**src/rtl/param_search_pipeline_if.sv**
```systemverilog
// Search-engine bus: array write port, search request, and result outputs.
// match_count exists only when SEARCH_MATCH_COUNT_EN is defined.
interface param_search_pipeline_if #(
    parameter int DATA_W = 8,
    parameter int DEPTH  = 16
);
    localparam int AW = $clog2(DEPTH);

    logic              wr_en;
    logic [AW-1:0]     wr_addr;
    logic [DATA_W-1:0] wr_data;
    logic              start;
    logic [DATA_W-1:0] key;
    logic              mode;
    logic              busy;
    logic              done;
    logic              found;
    logic [AW-1:0]     index;
`ifdef SEARCH_MATCH_COUNT_EN
    logic [AW:0]       match_count;

    modport master (
        output wr_en, wr_addr, wr_data, start, key, mode,
        input  busy, done, found, index, match_count
    );
    modport slave (
        input  wr_en, wr_addr, wr_data, start, key, mode,
        output busy, done, found, index, match_count
    );
`else
    modport master (
        output wr_en, wr_addr, wr_data, start, key, mode,
        input  busy, done, found, index
    );
    modport slave (
        input  wr_en, wr_addr, wr_data, start, key, mode,
        output busy, done, found, index
    );
`endif
endinterface

```
**src/rtl/param_search_pipeline.sv**
```systemverilog
// Multi-lane pipelined key search over an internal array (compare stage, reduce stage).
// Optional feature: define SEARCH_MATCH_COUNT_EN to add the match_count popcount output.
module param_search_pipeline #(
    parameter int DATA_W = 8,
    parameter int DEPTH  = 16,
    parameter int LANES  = 4
) (
    input logic                    clk,
    input logic                    reset,
    param_search_pipeline_if.slave bus
);
    localparam int AW     = $clog2(DEPTH);
    localparam int GROUPS = DEPTH / LANES;
    localparam int GW     = (GROUPS > 1) ? $clog2(GROUPS) : 1;

    typedef enum logic [1:0] {S_IDLE, S_SCAN, S_DRAIN, S_DONE} state_t;

    state_t            state_q, state_d;
    logic [GW-1:0]     grp_q, grp_d;
    logic              drain_q, drain_d;
    logic              busy_q, busy_d;
    logic              done_q, done_d;
    logic [DATA_W-1:0] key_q, key_d;
    logic              mode_q, mode_d;
    logic              found_q, found_d;
    logic [AW-1:0]     index_q, index_d;
    logic              s1_valid_q, s1_valid_d;
    logic [LANES-1:0]  s1_hits_q, s1_hits_d;
    logic [AW-1:0]     s1_base_q, s1_base_d;

    logic [DATA_W-1:0] mem_q [DEPTH];
    logic              wr_ok_c;
    logic [AW-1:0]     base_c;
    logic [AW-1:0]     lane_addr [LANES];
    logic [LANES-1:0]  hit_c;
    logic [AW-1:0]     lo_c, hi_c;
    logic              any_c;

`ifdef SEARCH_MATCH_COUNT_EN
    localparam logic [AW:0] ONE_CNT = 1;
    logic [AW:0] count_q, count_d;
    logic [AW:0] pop_c;
`endif

    assign wr_ok_c = (state_q == S_IDLE) && bus.wr_en;
    assign base_c  = AW'(int'(grp_q) * LANES);

    // Stage 0: one lane group of comparators against the latched key.
    for (genvar gi = 0; gi < LANES; gi++) begin : g_lane
        assign lane_addr[gi] = base_c + AW'(gi);
        assign hit_c[gi]     = (mem_q[lane_addr[gi]] == key_q);
    end

    // Reduce the registered hit vector: lowest and highest hit, plus popcount.
    always_comb begin
        lo_c  = '0;
        hi_c  = '0;
        any_c = 1'b0;
`ifdef SEARCH_MATCH_COUNT_EN
        pop_c = '0;
`endif
        for (int l = LANES - 1; l >= 0; l--) begin
            if (s1_hits_q[l]) begin
                lo_c  = s1_base_q + AW'(l);
                any_c = 1'b1;
`ifdef SEARCH_MATCH_COUNT_EN
                pop_c = pop_c + ONE_CNT;
`endif
            end
        end
        for (int l = 0; l < LANES; l++) begin
            if (s1_hits_q[l]) hi_c = s1_base_q + AW'(l);
        end
    end

    always_comb begin
        state_d    = state_q;
        grp_d      = grp_q;
        drain_d    = drain_q;
        busy_d     = busy_q;
        done_d     = 1'b0;
        key_d      = key_q;
        mode_d     = mode_q;
        found_d    = found_q;
        index_d    = index_q;
        s1_valid_d = 1'b0;
        s1_hits_d  = s1_hits_q;
        s1_base_d  = s1_base_q;
`ifdef SEARCH_MATCH_COUNT_EN
        count_d    = count_q;
`endif

        // Stage 2 runs ahead of the FSM so an accepted start can override the clear below.
        if (s1_valid_q && any_c) begin
            found_d = 1'b1;
            if (mode_q) index_d = hi_c;
            else if (!found_q) index_d = lo_c;
`ifdef SEARCH_MATCH_COUNT_EN
            count_d = count_q + pop_c;
`endif
        end

        case (state_q)
            S_IDLE: begin
                if (bus.start) begin
                    key_d   = bus.key;
                    mode_d  = bus.mode;
                    found_d = 1'b0;
                    index_d = '0;
`ifdef SEARCH_MATCH_COUNT_EN
                    count_d = '0;
`endif
                    grp_d   = '0;
                    busy_d  = 1'b1;
                    state_d = S_SCAN;
                end
            end
            S_SCAN: begin
                s1_valid_d = 1'b1;
                s1_hits_d  = hit_c;
                s1_base_d  = base_c;
                grp_d      = grp_q + 1'b1;
                if (grp_q == GW'(GROUPS - 1)) begin
                    drain_d = 1'b0;
                    state_d = S_DRAIN;
                end
            end
            S_DRAIN: begin
                drain_d = 1'b1;
                if (drain_q) begin
                    busy_d  = 1'b0;
                    done_d  = 1'b1;
                    state_d = S_DONE;
                end
            end
            default: begin
                state_d = S_IDLE;
            end
        endcase
    end

    always_ff @(posedge clk or negedge reset) begin
        if (!reset) begin
            state_q    <= S_IDLE;
            grp_q      <= '0;
            drain_q    <= 1'b0;
            busy_q     <= 1'b0;
            done_q     <= 1'b0;
            key_q      <= '0;
            mode_q     <= 1'b0;
            found_q    <= 1'b0;
            index_q    <= '0;
            s1_valid_q <= 1'b0;
            s1_hits_q  <= '0;
            s1_base_q  <= '0;
`ifdef SEARCH_MATCH_COUNT_EN
            count_q    <= '0;
`endif
            for (int i = 0; i < DEPTH; i++) mem_q[i] <= '0;
        end else begin
            state_q    <= state_d;
            grp_q      <= grp_d;
            drain_q    <= drain_d;
            busy_q     <= busy_d;
            done_q     <= done_d;
            key_q      <= key_d;
            mode_q     <= mode_d;
            found_q    <= found_d;
            index_q    <= index_d;
            s1_valid_q <= s1_valid_d;
            s1_hits_q  <= s1_hits_d;
            s1_base_q  <= s1_base_d;
`ifdef SEARCH_MATCH_COUNT_EN
            count_q    <= count_d;
`endif
            if (wr_ok_c) mem_q[bus.wr_addr] <= bus.wr_data;
        end
    end

    assign bus.busy  = busy_q;
    assign bus.done  = done_q;
    assign bus.found = found_q;
    assign bus.index = index_q;
`ifdef SEARCH_MATCH_COUNT_EN
    assign bus.match_count = count_q;
`endif

endmodule

```
**src/flat_wrapper.sv**
```systemverilog
// flat-port wrapper written by rule: the top's interface ports become plain ports
module param_search_pipeline_flat 
#(
    parameter int DATA_W = 8,
    parameter int DEPTH  = 16,
    parameter int LANES  = 4
)
  (clk, reset, bus_wr_en, bus_wr_addr, bus_wr_data, bus_start, bus_key, bus_mode, bus_busy, bus_done, bus_found, bus_index);
  param_search_pipeline_if #(.DATA_W(DATA_W), .DEPTH(DEPTH)) bus_i ();
  input logic clk;
  input logic reset;
  input wire logic [$bits(bus_i.wr_en)-1:0] bus_wr_en;
  input wire logic [$bits(bus_i.wr_addr)-1:0] bus_wr_addr;
  input wire logic [$bits(bus_i.wr_data)-1:0] bus_wr_data;
  input wire logic [$bits(bus_i.start)-1:0] bus_start;
  input wire logic [$bits(bus_i.key)-1:0] bus_key;
  input wire logic [$bits(bus_i.mode)-1:0] bus_mode;
  output wire logic [$bits(bus_i.busy)-1:0] bus_busy;
  output wire logic [$bits(bus_i.done)-1:0] bus_done;
  output wire logic [$bits(bus_i.found)-1:0] bus_found;
  output wire logic [$bits(bus_i.index)-1:0] bus_index;
  assign bus_i.wr_en = bus_wr_en;
  assign bus_i.wr_addr = bus_wr_addr;
  assign bus_i.wr_data = bus_wr_data;
  assign bus_i.start = bus_start;
  assign bus_i.key = bus_key;
  assign bus_i.mode = bus_mode;
  assign bus_busy = bus_i.busy;
  assign bus_done = bus_i.done;
  assign bus_found = bus_i.found;
  assign bus_index = bus_i.index;
  param_search_pipeline #(.DATA_W(DATA_W), .DEPTH(DEPTH), .LANES(LANES)) u_core (.clk(clk), .reset(reset), .bus(bus_i));
endmodule
```
**config.mk**
```make
export PLATFORM = sky130hd
export DESIGN_NAME = param_search_pipeline_flat
export DESIGN_NICKNAME = d
export VERILOG_FILES = /design/src/rtl/param_search_pipeline_if.sv /design/src/rtl/param_search_pipeline.sv /design/src/flat_wrapper.sv
export SDC_FILE = /design/constraint.sdc
export NUM_CORES = 1
export LEC_CHECK = 0
export CORE_ASPECT_RATIO = 1.25
export CORE_MARGIN = 4
export CORE_UTILIZATION = 35
export DETAILED_ROUTE_END_ITERATION = 8
export GPL_TIMING_DRIVEN = 0
export HOLD_SLACK_MARGIN = 0.08
export PLACE_DENSITY = 0.62
export SLEW_MARGIN = 30
export SYNTH_ARGS = -nofsm -noshare
export SYNTH_HDL_FRONTEND = slang
export SYNTH_SLANG_ARGS = --single-unit
```
**constraint.sdc**
```tcl
create_clock -name clk -period 1.92 [get_ports clk]
set_input_delay 0.384 -clock clk [delete_from_list [all_inputs] [get_ports clk]]
set_output_delay 0.384 -clock clk [all_outputs]
set_load 0.03 [all_outputs]
```
==> flow_metrics.tcl, run 1 <==
set metrics [dict create \
    fin_ws_ps -118 \
    synth_fp_nets 541 \
    async_flop_share_pct 100 \
    clock_path_buffers 2 \
    antenna_left 0 \
    critPathLaunchType "register" \
    hold_viol_final 0 \
    initial_core_util_pct 35.6 \
    die_area_sq_um 23500 \
    final_area_sq_um 9360 \
    ir_drop_mv 0.705 \
    r2r_slack_ps -120 \
    period_share_pct 106 \
    failed_checks "negative setup slack" \
    place_congestion 0.787 \
    die_y_um 170 \
    post_drt_via_cell_ratio 5.24 \
    route.met3.wl_um 728 \
    cp_slowest_cell "mux4_2" \
    hp-start "u_core.mem_q[9]" \
    fmax_ghz 0.491 \
    wire_per_inst_um 21.2 \
    rsz0062_at_grt "yes" \
    hold-path-cell-count 1 \
    power_leakage_nw 4.11 \
    setup_tns_ps -354 \
    syn-cell-area_sq_um 7380 \
    path_clk_slew_ps 70 \
    final_cell_mix "dfrtp_1 (156), mux2_2 (128), clkdlybuf4s50_1 (28)" \
    end_kind "register" \
    power_mw 15.3 \
    slew_viol_final 0 \
    grt_pass1_vias 5024 \
    finalSetupViolCount 4 \
    critPathMaxStageDelay_ps 540 \
    synth-edff-count 0 \
    grt_first_pass_wirelength_um 28500 \
    synth.distinct_cells 44 \
    drt_iter0_drc 215 \
    ioPinCount 32 \
    skew_ps 9.21 \
    rr_endpoint "u_core.s1_hits_q[3]" \
    min_path_type "register to register" \
    route.detailed.drc 0 \
    dp_slack_ps -691 \
    hold_end "u_core.mem_q[9]" \
    critPathArrivalTime_ps 2380 \
    tightest_slew_ps 669 \
    required_ps 2260 \
    diodes 0 \
    grt_usage_pct 16.3 \
    met2_length_um 10100 \
    numCtsBuffers 17 \
    cts_sinks 156 \
    cts_tree "built" \
    grt-ovfl-total 0 \
    crit_path_start "u_core.grp_q[0]" \
    antenna_found_initial 0 \
    reg2regPathDepth 7 \
    mostFrequentLayoutCell "dfrtp_1" \
    row_count 59 \
    power_density_nw_per_um2 1640 \
    insertion_delay_ps 420 \
    synth_seq_cells 156 \
    syn_inst 511 \
    cts.htree.levels 4 \
    worstPathCellList "buf_12 > buf_8 > mux4_2 > xor2_2 > nor4_2 > nand3_1 > o21ai_1" \
    critical_path_class "register to register" \
    critPathBufInv 2 \
    ys_seq_area_share_pct 52.9 \
    ys.flop_type "dfrtp_1" \
    cp_max_fo 8 \
    slew_headroom_pct 55.4 \
    r2r-start "u_core.grp_q[0]" \
    status "complete, but fails checks" \
    place_area_sq_um 8070 \
    crit_family "multiplexers" \
    design.core.area_sq_um 20700 \
    drt-met1-wl_um 7170 \
    maxUsedRoutingLayer "met4" \
    yosysWarningCount 0 \
    num_vias 4587 \
    max-cap-violations 0 \
    drive_gt1_share_pct 46.9 \
    port_buffers 31 \
    firstDrtPassIters 4 \
    timing.final.crit_period_ps 2040 \
    root_buffer "clkbuf_16" \
    die_w_um 138 \
    nets 619 \
    grt_max_degree 88 \
    final_util_pct 45.1 \
    avgSynthCellArea_sq_um 14.4 \
    area_growth_pct 26.9 \
    dp_hpwl_um 12300 \
    drt_wl_total_um 18600 \
]
final cells by class:
| type | count | area [sq um] |
|---|---|---|
| buffer | 28 | 188 |
| multi-input combinational | 308 | 3490 |
| sequential | 156 | 3900 |
| clock buffer | 19 | 453 |
| inverter | 13 | 48.8 |
| timing repair buffer | 65 | 776 |
| tap | 274 | 343 |
| clock inverter | 12 | 161 |
| fill | 1800 | 11400 |
routing by layer:
layer  vias to the layer above  track usage (%)
met1                      2444             18.9
met4                         0             6.62
met2                       104             29.4
li1                       2003                -
met5                         -                0
met3                        36             2.87
cells in the mapped netlist, drive strengths merged (5+ instances only):
| library cell | instances | area [sq um] |
|---|---|---|
| mux2i | 16 | 160 |
| xor2 | 20 | 175 |
| nand2b | 5 | 31.3 |
| nor4 | 5 | 37.5 |
| o21ai | 9 | 45.0 |
| mux2 | 137 | 1540 |
| inv | 13 | 48.8 |
| a21oi | 6 | 30.0 |
| dfrtp | 156 | 3900 |
| nand2 | 10 | 37.5 |
| nor2 | 19 | 78.8 |
| clkbuf | 21 | 80.1 |
| mux4 | 26 | 661 |
| buf | 13 | 97.6 |
| ha | 5 | 62.6 |
| xnor2 | 16 | 140 |
flip-flops by register name, indices dropped and copies added (netlist names):
name / cells
u_core.mem_q: 128
u_core.key_q: 8
u_core.bus.index: 4
u_core.s1_hits_q: 4
u_core.grp_q: 2
u_core.s1_base_q: 2
u_core.state_q: 2
u_core.bus.busy: 1
u_core.bus.done: 1
u_core.bus.found: 1
u_core.drain_q: 1
u_core.mode_q: 1
u_core.s1_valid_q: 1
per-stage QoR:
step | hold WS, ps | cells
floorplan | 88.4 | 511
global placement | 479 | 816
detailed placement | 438 | 817
CTS | 502 | 869
global route | 519 | 875
finish | 507 | 875
cell families after synthesis:
family	share of synthesized area [%]
xor gates and xnor gates	4.27
and+or+nand+nor	3.92
adders and majority gates	0.848
buffers and inverters	3.07
muxes	32.0
DFF	52.9
AOI/OAI and AO/OA	2.92
report_power, final:
part           switching [mW]  internal (mW)  leakage, nW
registers               0.758           4.68         2.03
clock network            1.39           2.12        0.298
logic                    2.93           3.43         1.78
total                    5.07           10.2         4.11
worst max path at each step:
| stage | slack, ps | cells past startpoint | end |
|---|---|---|---|
| global placement | -5400 | 1 | u_core.mem_q[38] |
| finish | -120 | 7 | u_core.s1_hits_q[3] |
| detailed placement | -690 | 4 | u_core.mem_q[7] |
| global route | -190 | 7 | u_core.s1_hits_q[3] |
| floorplan | -10 | 9 | u_core.mem_q[88] |
| CTS | -160 | 7 | u_core.s1_hits_q[1] |
timing repair:
item | CTS | global route
endpoints found under the setup margin | 142 | 103
gates resized for setup | 55 | 51
hold buffers | 1 | 0
buffers inserted | 24 | 6
endpoints found under the hold margin | 86 | 0
gates cloned | 1 | 1
pin swaps | 17 | 18
Note: power is estimated with default switching activity, not from simulation.
==> run 2, diff against run 1 <==
Settings changed: HOLD_SLACK_MARGIN 0.08 to 0.15, PLACE_DENSITY 0.62 to 0.6.
Clock period 1.92 ns to 1.9 ns, I/O delays scaled along.
==> run 2 against run 1 <==
Against the previous run: sequential power barely moved; sequential share of layout area rose by 0.66 points; power fell by 2.4%; die area did not move; cell area fell by 1.6%; sequential cell count did not move; the run still ends with negative setup slack left; highest routed layer unchanged.
==> flow_metrics.tcl, run 2 (synthesized netlist as in run 1, its figures left out) <==
set metrics [dict create \
    status "complete, but fails checks" \
    failed_checks "negative setup slack" \
    place_congestion 0.800 \
    die_y_um 170 \
    path_clk_slew_ps 60 \
    dp_slack_ps -649 \
    insertion_delay_ps 420 \
    grt_usage_pct 16.4 \
    dp_hpwl_um 12300 \
    antenna_found_initial 0 \
    grt_pass1_vias 4984 \
    num_vias 4484 \
    required_ps 2240 \
    tightest_slew_ps 634 \
    firstDrtPassIters 4 \
    port_buffers 31 \
    cts.htree.levels 4 \
    antenna_left 0 \
    diodes 0 \
    grt_max_degree 80 \
    drive_gt1_share_pct 45.3 \
    drt_iter0_drc 202 \
    die_area_sq_um 23500 \
    area_growth_pct 24.9 \
    top_register "u_core.mem_q" \
    slew_headroom_pct 57.8 \
    fillCellCount 1845 \
    rsz0062_at_grt "yes" \
    row_count 59 \
    grt_first_pass_wirelength_um 28600 \
    cp_slowest_cell "mux4_2" \
    final_cell_count_no_fill 877 \
    final_cell_mix "dfrtp_1 (156), mux2_2 (135), clkdlybuf4s50_1 (28)" \
    worstPathCellList "buf_12 > buf_12 > buf_6 > mux4_2 > xor2_2 > nor4_2 > nand3_1 > o21ai_1" \
    post_drt_via_cell_ratio 5.11 \
    wire_per_inst_um 20.8 \
    multiInputGateArea_sq_um 3410 \
    hold_viol_final 0 \
    drt_wl_total_um 18200 \
    mostFrequentLayoutCell "dfrtp_1" \
    period_share_pct 109 \
    cp_common_cell "buf_12" \
    max-cap-violations 0 \
    initial_core_util_pct 35.6 \
    die_w_um 138 \
    clock_path_buffers 2 \
    cp_max_fo 5 \
    critPathLaunchType "register" \
    power_density_nw_per_um2 1620 \
    end_kind "register" \
    critical_path_class "register to register" \
    ioPinCount 32 \
    setup_tns_ps -568 \
    slew_viol_final 0 \
    finalSetupViolCount 6 \
    critPathArrivalTime_ps 2420 \
    root_buffer "clkbuf_16" \
    timing.final.crit_period_ps 2080 \
    design.core.area_sq_um 20700 \
    cts_sinks 156 \
    ir_drop_mv 0.655 \
    critPathMaxStageDelay_ps 530 \
    fin_ws_ps -178 \
    numCtsBuffers 17 \
    dp.cells 817 \
    nets 620 \
    cts_tree "built" \
    min_path_type "register to register" \
    grt-ovfl-total 0 \
    largest_registers "u_core.mem_q x128, u_core.key_q x8" \
    ff_latch_area_sq_um 3900 \
    skew_ps 7.56 \
    largest_reg_flops 128 \
    fmax_ghz 0.481 \
    route.detailed.drc 0 \
    power_leakage_nw 4.06 \
]
run 2: changes by cell type in the layout (fill, tap and decap cells not counted), sizes merged:
cell / change
clkbuf: -3
clkinvlp: +3
buf: +2
bufinv: -2
clkinv: +1
inv: +1
run 2: where the power goes:
group / total [mW] / switching (mW) / leakage, nW / internal, mW
Sequential: 5.46 / 0.725 / 2.03 / 4.73
Clock: 3.27 / 1.44 / 0.263 / 1.82
Combinational: 6.21 / 2.85 / 1.76 / 3.37
run 2: timing repair:
action                                  CTS  global route
resized for setup                        61            17
cloned                                    1             0
endpoints found under the hold margin    78             0
pin swaps                                18             8
endpoints found under the setup margin  142            86
buffers inserted                         23            10
hold buffers                              1             0
run 2: final timing paths:
kind	cells past startpoint	slack [ps]	end	startpoint
setup / recovery	8	-180	u_core.s1_hits_q[3]	u_core.grp_q[0]
hold reg to reg	1	500	u_core.mem_q[85]	u_core.mem_q[85]
min in group asynchronous	2	550	u_core.mem_q[107]	reset
setup reg to reg	8	-180	u_core.s1_hits_q[3]	u_core.grp_q[0]
hold / removal	1	500	u_core.mem_q[85]	u_core.mem_q[85]
max in group asynchronous	3	550	u_core.mem_q[98]	reset
run 2: layout make-up:
cell class	instances	share of cell area, %
inverters	13	0.530
clock buffers	17	4.62
clock inverters	15	1.55
flip-flops and latches	156	42.4
repair buffers	67	8.35
multi-input cells	308	37.0
well taps	274	3.72
plain buffers	27	1.87
run 2: through the flow:
stage / power [mW] / hold WS, ps / util, % / cell area (sq um)
6_report: 14.9 / 499 / 44.4 / 9210
2_1_floorplan: 9.22 / 84.4 / - / 7380
4_1_cts: 14.8 / 501 / 43.7 / 9070
5_1_grt: 15.7 / 509 / 44.4 / 9210
3_5_place_dp: 10.8 / 409 / 39.0 / 8080
3_3_place_gp: 10.5 / 479 / 38.7 / 8040
run 2: critical path: cells and delay by family, from the launching register on:
| family | cells | cell delay [ps] |
|---|---|---|
| AOI/OAI and AO/OA | 1 | 110 |
| xor gates and xnor gates | 1 | 180 |
| buffers and inverters | 3 | 370 |
| DFF | 1 | 400 |
| muxes | 1 | 530 |
| and+or+nand+nor | 2 | 390 |
run 2: per-layer routing:
layer | track usage, % | wire, um | up-vias
li1 | - | - | 2012
met1 | 19.0 | 7230 | 2360
met2 | 30.3 | 10100 | 87
met3 | 2.87 | 520 | 25
met4 | 5.46 | 346 | 0
met5 | 0 | 0 | -
==> run 3, diff against run 2 <==
Settings changed: REMOVE_ABC_BUFFERS set to 1, SLEW_MARGIN 30 to 20.
Clock period 1.9 ns to 2.2 ns, I/O delays scaled along.
==> run 3 against run 2 <==
Against the previous run: sequential share of layout area increased by 1.7 points; combinational power decreased by 31%; highest routed layer unchanged; first-iteration DRC count increased by 16%; clock-buffer cell count increased by 3; the flow now finishes without violations; largest power group is now sequential cells; cell area decreased by 3.7%; sequential cell count unchanged; final cell count decreased by 4.8%; worst setup slack improved by 250 ps; critical endpoint is now u_core.s1_hits_q[1]; via count decreased by 3.7%.
==> flow_metrics.tcl, run 3 (synthesized netlist as in run 1, its figures left out) <==
set metrics [dict create \
    status "finished clean" \
    end_kind "register" \
    final_area_sq_um 8870 \
    grt_usage_pct 14.6 \
    cts_tree "built" \
    final_util_pct 42.8 \
    grt-ovfl-total 0 \
    min_path_type "register to register" \
    slew_viol_final 0 \
    clock_path_buffers 2 \
    die_area_sq_um 23500 \
    critPathArrivalTime_ps 2470 \
    num_vias 4318 \
    finalSetupViolCount 0 \
    initial_core_util_pct 35.6 \
    route.detailed.drc 0 \
    numCtsBuffers 17 \
    grt_first_pass_wirelength_um 25400 \
    wire_per_inst_um 19.7 \
    power_leakage_nw 3.91 \
    firstDrtPassIters 4 \
    insertion_delay_ps 430 \
    cp_max_fo 12 \
    fin_ws_ps 73.5 \
    ioPinCount 32 \
    post_drt_via_cell_ratio 5.17 \
    mostFrequentLayoutCell "dfrtp_1" \
    hold_viol_final 0 \
    slew_headroom_pct 44.1 \
    antenna_found_initial 0 \
    diodes 0 \
    drive_gt1_share_pct 39.8 \
    cts_sinks 156 \
    die_w_um 138 \
    largest_reg_flops 128 \
    rsz0062_at_grt "yes" \
    antenna_left 0 \
    place_congestion 0.756 \
    largest_registers "u_core.mem_q x128, u_core.key_q x8" \
    dp_slack_ps -497 \
    period_share_pct 96.7 \
    port_buffers 31 \
    skew_ps 6.02 \
    place_area_sq_um 7930 \
    timing.final.crit_period_ps 2130 \
    tightest_slew_ps 839 \
    dp_hpwl_um 10300 \
    critical_path_class "register to register" \
    design.core.area_sq_um 20700 \
    drt_wl_total_um 16500 \
    critPathLaunchType "register" \
    fillCellCount 1849 \
    die_y_um 170 \
    row_count 59 \
    root_buffer "clkbuf_16" \
    grt_max_degree 82 \
    ir_drop_mv 0.543 \
    max-cap-violations 0 \
    cts.htree.levels 4 \
    grt_pass1_vias 4521 \
    final_cell_mix "dfrtp_1 (154), mux2_2 (137), clkdlybuf4s50_1 (30)" \
    nets 579 \
    top_register "u_core.mem_q" \
    area_growth_pct 20.3 \
    power_density_nw_per_um2 1390 \
    required_ps 2540 \
    drt_iter0_drc 234 \
    fmax_ghz 0.470 \
    setup_tns_ps 0 \
    path_clk_slew_ps 60 \
]
-- run 3: area by class of cell --
class	instances	area [sq um]	area share [%]
clock buffers	20	457	5.15
clock inverters	11	144	1.62
inverters	13	48.8	0.550
multi-input cells	308	3360	37.9
flip-flops and latches	156	3910	44.1
well taps	274	343	3.86
repair buffers	53	607	6.84
-- run 3: report_power, final --
| part | total (mW) | leakage, nW | internal (mW) | switching (mW) |
|---|---|---|---|---|
| logic | 4.29 | 1.60 | 2.53 | 1.77 |
| clock network | 2.97 | 0.284 | 1.83 | 1.14 |
| registers | 5.05 | 2.03 | 4.09 | 0.952 |
-- run 3: routing by layer --
layer / share of wire [%] / wire (um) / global-route usage (%) / vias to the layer above
met5: 0 / 0 / 0 / -
met1: 46 / 7530 / 20.3 / 2275
met2: 48 / 7930 / 22.6 / 87
li1: - / - / - / 1937
met4: 1.9 / 305 / 4.98 / 0
met3: 4.2 / 696 / 3.49 / 19
-- run 3: worst paths after layout --
kind                            slack (ps)                   to  cells past startpoint        startpoint
worst max-delay path                    70  u_core.s1_hits_q[1]                      7   u_core.grp_q[0]
worst min-delay path                   490     u_core.mem_q[69]                      1  u_core.mem_q[69]
worst max register to register          70  u_core.s1_hits_q[1]                      7   u_core.grp_q[0]
worst min register to register         490     u_core.mem_q[69]                      1  u_core.mem_q[69]
max in group asynchronous              790      u_core.grp_q[1]                      3             reset
min in group asynchronous              590     u_core.mem_q[56]                      2             reset
-- run 3: critical path, stage by stage, from the launching register on --
cell	delay, ps
dfrtp_4	510
buf_12	170
buf_4	140
mux4_2	450
xor2_1	160
nor4_1	270
nand3_1	190
o21ai_1	150
-- run 3: through the flow --
stage | power [mW] | hold WS [ps] | instances
after global routing | 13.1 | 506 | 835
after floorplan | 7.76 | 144 | 477
after detailed placement | 8.99 | 459 | 785
final | 12.3 | 494 | 835
after global placement | 8.71 | 479 | 782
after CTS | 12.1 | 500 | 826
-- run 3: timing repair --
item | in CTS | in global routing
endpoints found under the setup margin | 132 | 68
cloned | 0 | 1
setup buffers | 9 | 8
hold buffers | 1 | 0
endpoints found under the hold margin | 75 | 0
pin swaps | 4 | 9
gates resized for setup | 23 | 14
==> edit: new RTL, settings of run 1 <==
`DATA_W` is set to 8 in 3 places; all go to 7.
--- a/src/rtl/param_search_pipeline_if.sv
+++ b/src/rtl/param_search_pipeline_if.sv
@@ -2,5 +2,5 @@
 // match_count exists only when SEARCH_MATCH_COUNT_EN is defined.
 interface param_search_pipeline_if #(
-    parameter int DATA_W = 8,
+    parameter int DATA_W = 7,
     parameter int DEPTH  = 16
 );
--- a/src/rtl/param_search_pipeline.sv
+++ b/src/rtl/param_search_pipeline.sv
@@ -2,5 +2,5 @@
 // Optional feature: define SEARCH_MATCH_COUNT_EN to add the match_count popcount output.
 module param_search_pipeline #(
-    parameter int DATA_W = 8,
+    parameter int DATA_W = 7,
     parameter int DEPTH  = 16,
     parameter int LANES  = 4
--- a/src/flat_wrapper.sv
+++ b/src/flat_wrapper.sv
@@ -2,5 +2,5 @@
 module param_search_pipeline_flat 
 #(
-    parameter int DATA_W = 8,
+    parameter int DATA_W = 7,
     parameter int DEPTH  = 16,
     parameter int LANES  = 4
Interface: changed (resized bus_key and bus_wr_data); port bits go from 32 to 30. The function was not compared with the original's and may differ.
==> edit against run 1 <==
  * Maximum frequency increased by 7.9%
  * Design area decreased by 13%
  * Sequential cell count decreased by 17
  * Cell count decreased by 13%
  * Register-to-register slack improved by 0.16 ns
  * Sequential share of layout area increased by 0.86 points
  * Synthesized cell count decreased by 11%
  * Total power decreased by 13%
  * Synthesized area decreased by 12%
  * Clock skew decreased by 0.0052 ns
  * Routed wire length decreased by 16%
  * Setup slack improved by 0.15 ns
==> edit: results (changes against run 1) <==
yosys:
  yosysSeqAreaShare_pct: 53.5  # +0.60 points
  ys_top_cells_by_count: "139 x dfrtp_1, 120 x mux2_2, 29 x xnor2_1, 24 x mux4_2, 17 x clkbuf_1"
  synthMuxAreaShare_pct: 31.0  # -1.1 points
  synth-xor-area-share_pct: 4.45  # +0.17 points
  syn-num-nets: 482  # -11%
  synth_area_leaders: "dfrtp_1 54%, mux2_2 21%, mux4_2 8.3%"
  ys_types: 37  # -16%
min_path:
  hp-start: "u_core.mem_q[54]"
global_routing:
  grt_usage_pct: 15.8  # -0.47 points
  grt_max_degree: 82  # -6.8%
  grt_pass1_vias: 4374  # -13%
setup_path:
  crit_path_end: "u_core.mem_q[92]"
  worstRegToRegCells: 6  # -1
  worst_ep_arrival_time_ns: 2.20  # -0.18 ns
  cp-startpoint: "bus_wr_addr[0]"
  cp_max_fo: 7  # -1
power:
  power_leakage_nw: 3.52  # -14%
  ir_worst_vdd_uv: 902  # +28%
clocking:
  cts.sinks: 139  # -11%
finish:
  seq_share_pct: 42.6  # +0.86 points
  fillers: 1602  # -11%
  nNetsFinal: 547  # -12%
  bufAreaShareNonClock_pct: 8.89  # -1.4 points
  multi_input_gates: 273  # -11%
  multi_input_area_share_pct: 37.1  # -0.11 points
  drive_above_1_share_pct: 44.2  # -2.7 points
  inverters_excl_clock: 12  # -1
  clk_share_pct: 7.35  # +0.78 points
  reg.largest.list: "u_core.mem_q x112, u_core.key_q x7"
detailed_routing:
  drt-initial-drc-count: 221  # +2.8%
  vias_per_cell: 5.27  # +0.60%
placed_design:
  gp_congestion: 0.751  # -4.6%
  dp_hpwl_um: 10700  # -13%
  pre_cts_slack_ns: -0.594  # +0.0969 ns
  placed_area_mm2: 0.00712  # -12%
timing:
  clock_skew_ns: 0.00402  # -0.00518 ns
  timing.hold.ws_ns: 0.502  # -0.00508 ns
run_status:
  outcome: "complete, no violations"
[edit: changes by cell type in the layout (fill, tap and decap cells not counted), moves of 7 or more]
cell and change:
mux2_2 -26, xnor2_1 +20, dfrtp_1 -18, xor2_1 -13
mux2_4 +9, buf_12 -8, xnor2_2 -7
[edit: layer usage]
metal / GRT usage, % / vias to the layer above / routed length, µm
li1: - / 1784 / -
met1: 19.9 / 2122 / 6710
met2: 26.0 / 81 / 7980
met3: 3.96 / 21 / 711
met4: 6.24 / 0 / 303
met5: 0 / - / 0
[edit: timing repair]
| action | CTS | global route |
|---|---|---|
| gates resized for setup | 35 | 40 |
| pin swaps | 10 | 8 |
| setup buffers | 15 | 4 |
| hold buffers | 1 | 0 |
| hold endpoints to repair | 80 | 0 |
| setup endpoints to repair | 119 | 117 |
[edit: power breakdown]
part | internal, mW | total, mW | switching, mW
combinational | 2.82 | 5.07 | 2.25
sequential | 4.18 | 4.86 | 0.676
clock | 2.04 | 3.32 | 1.28
total | 9.04 | 13.2 | 4.21
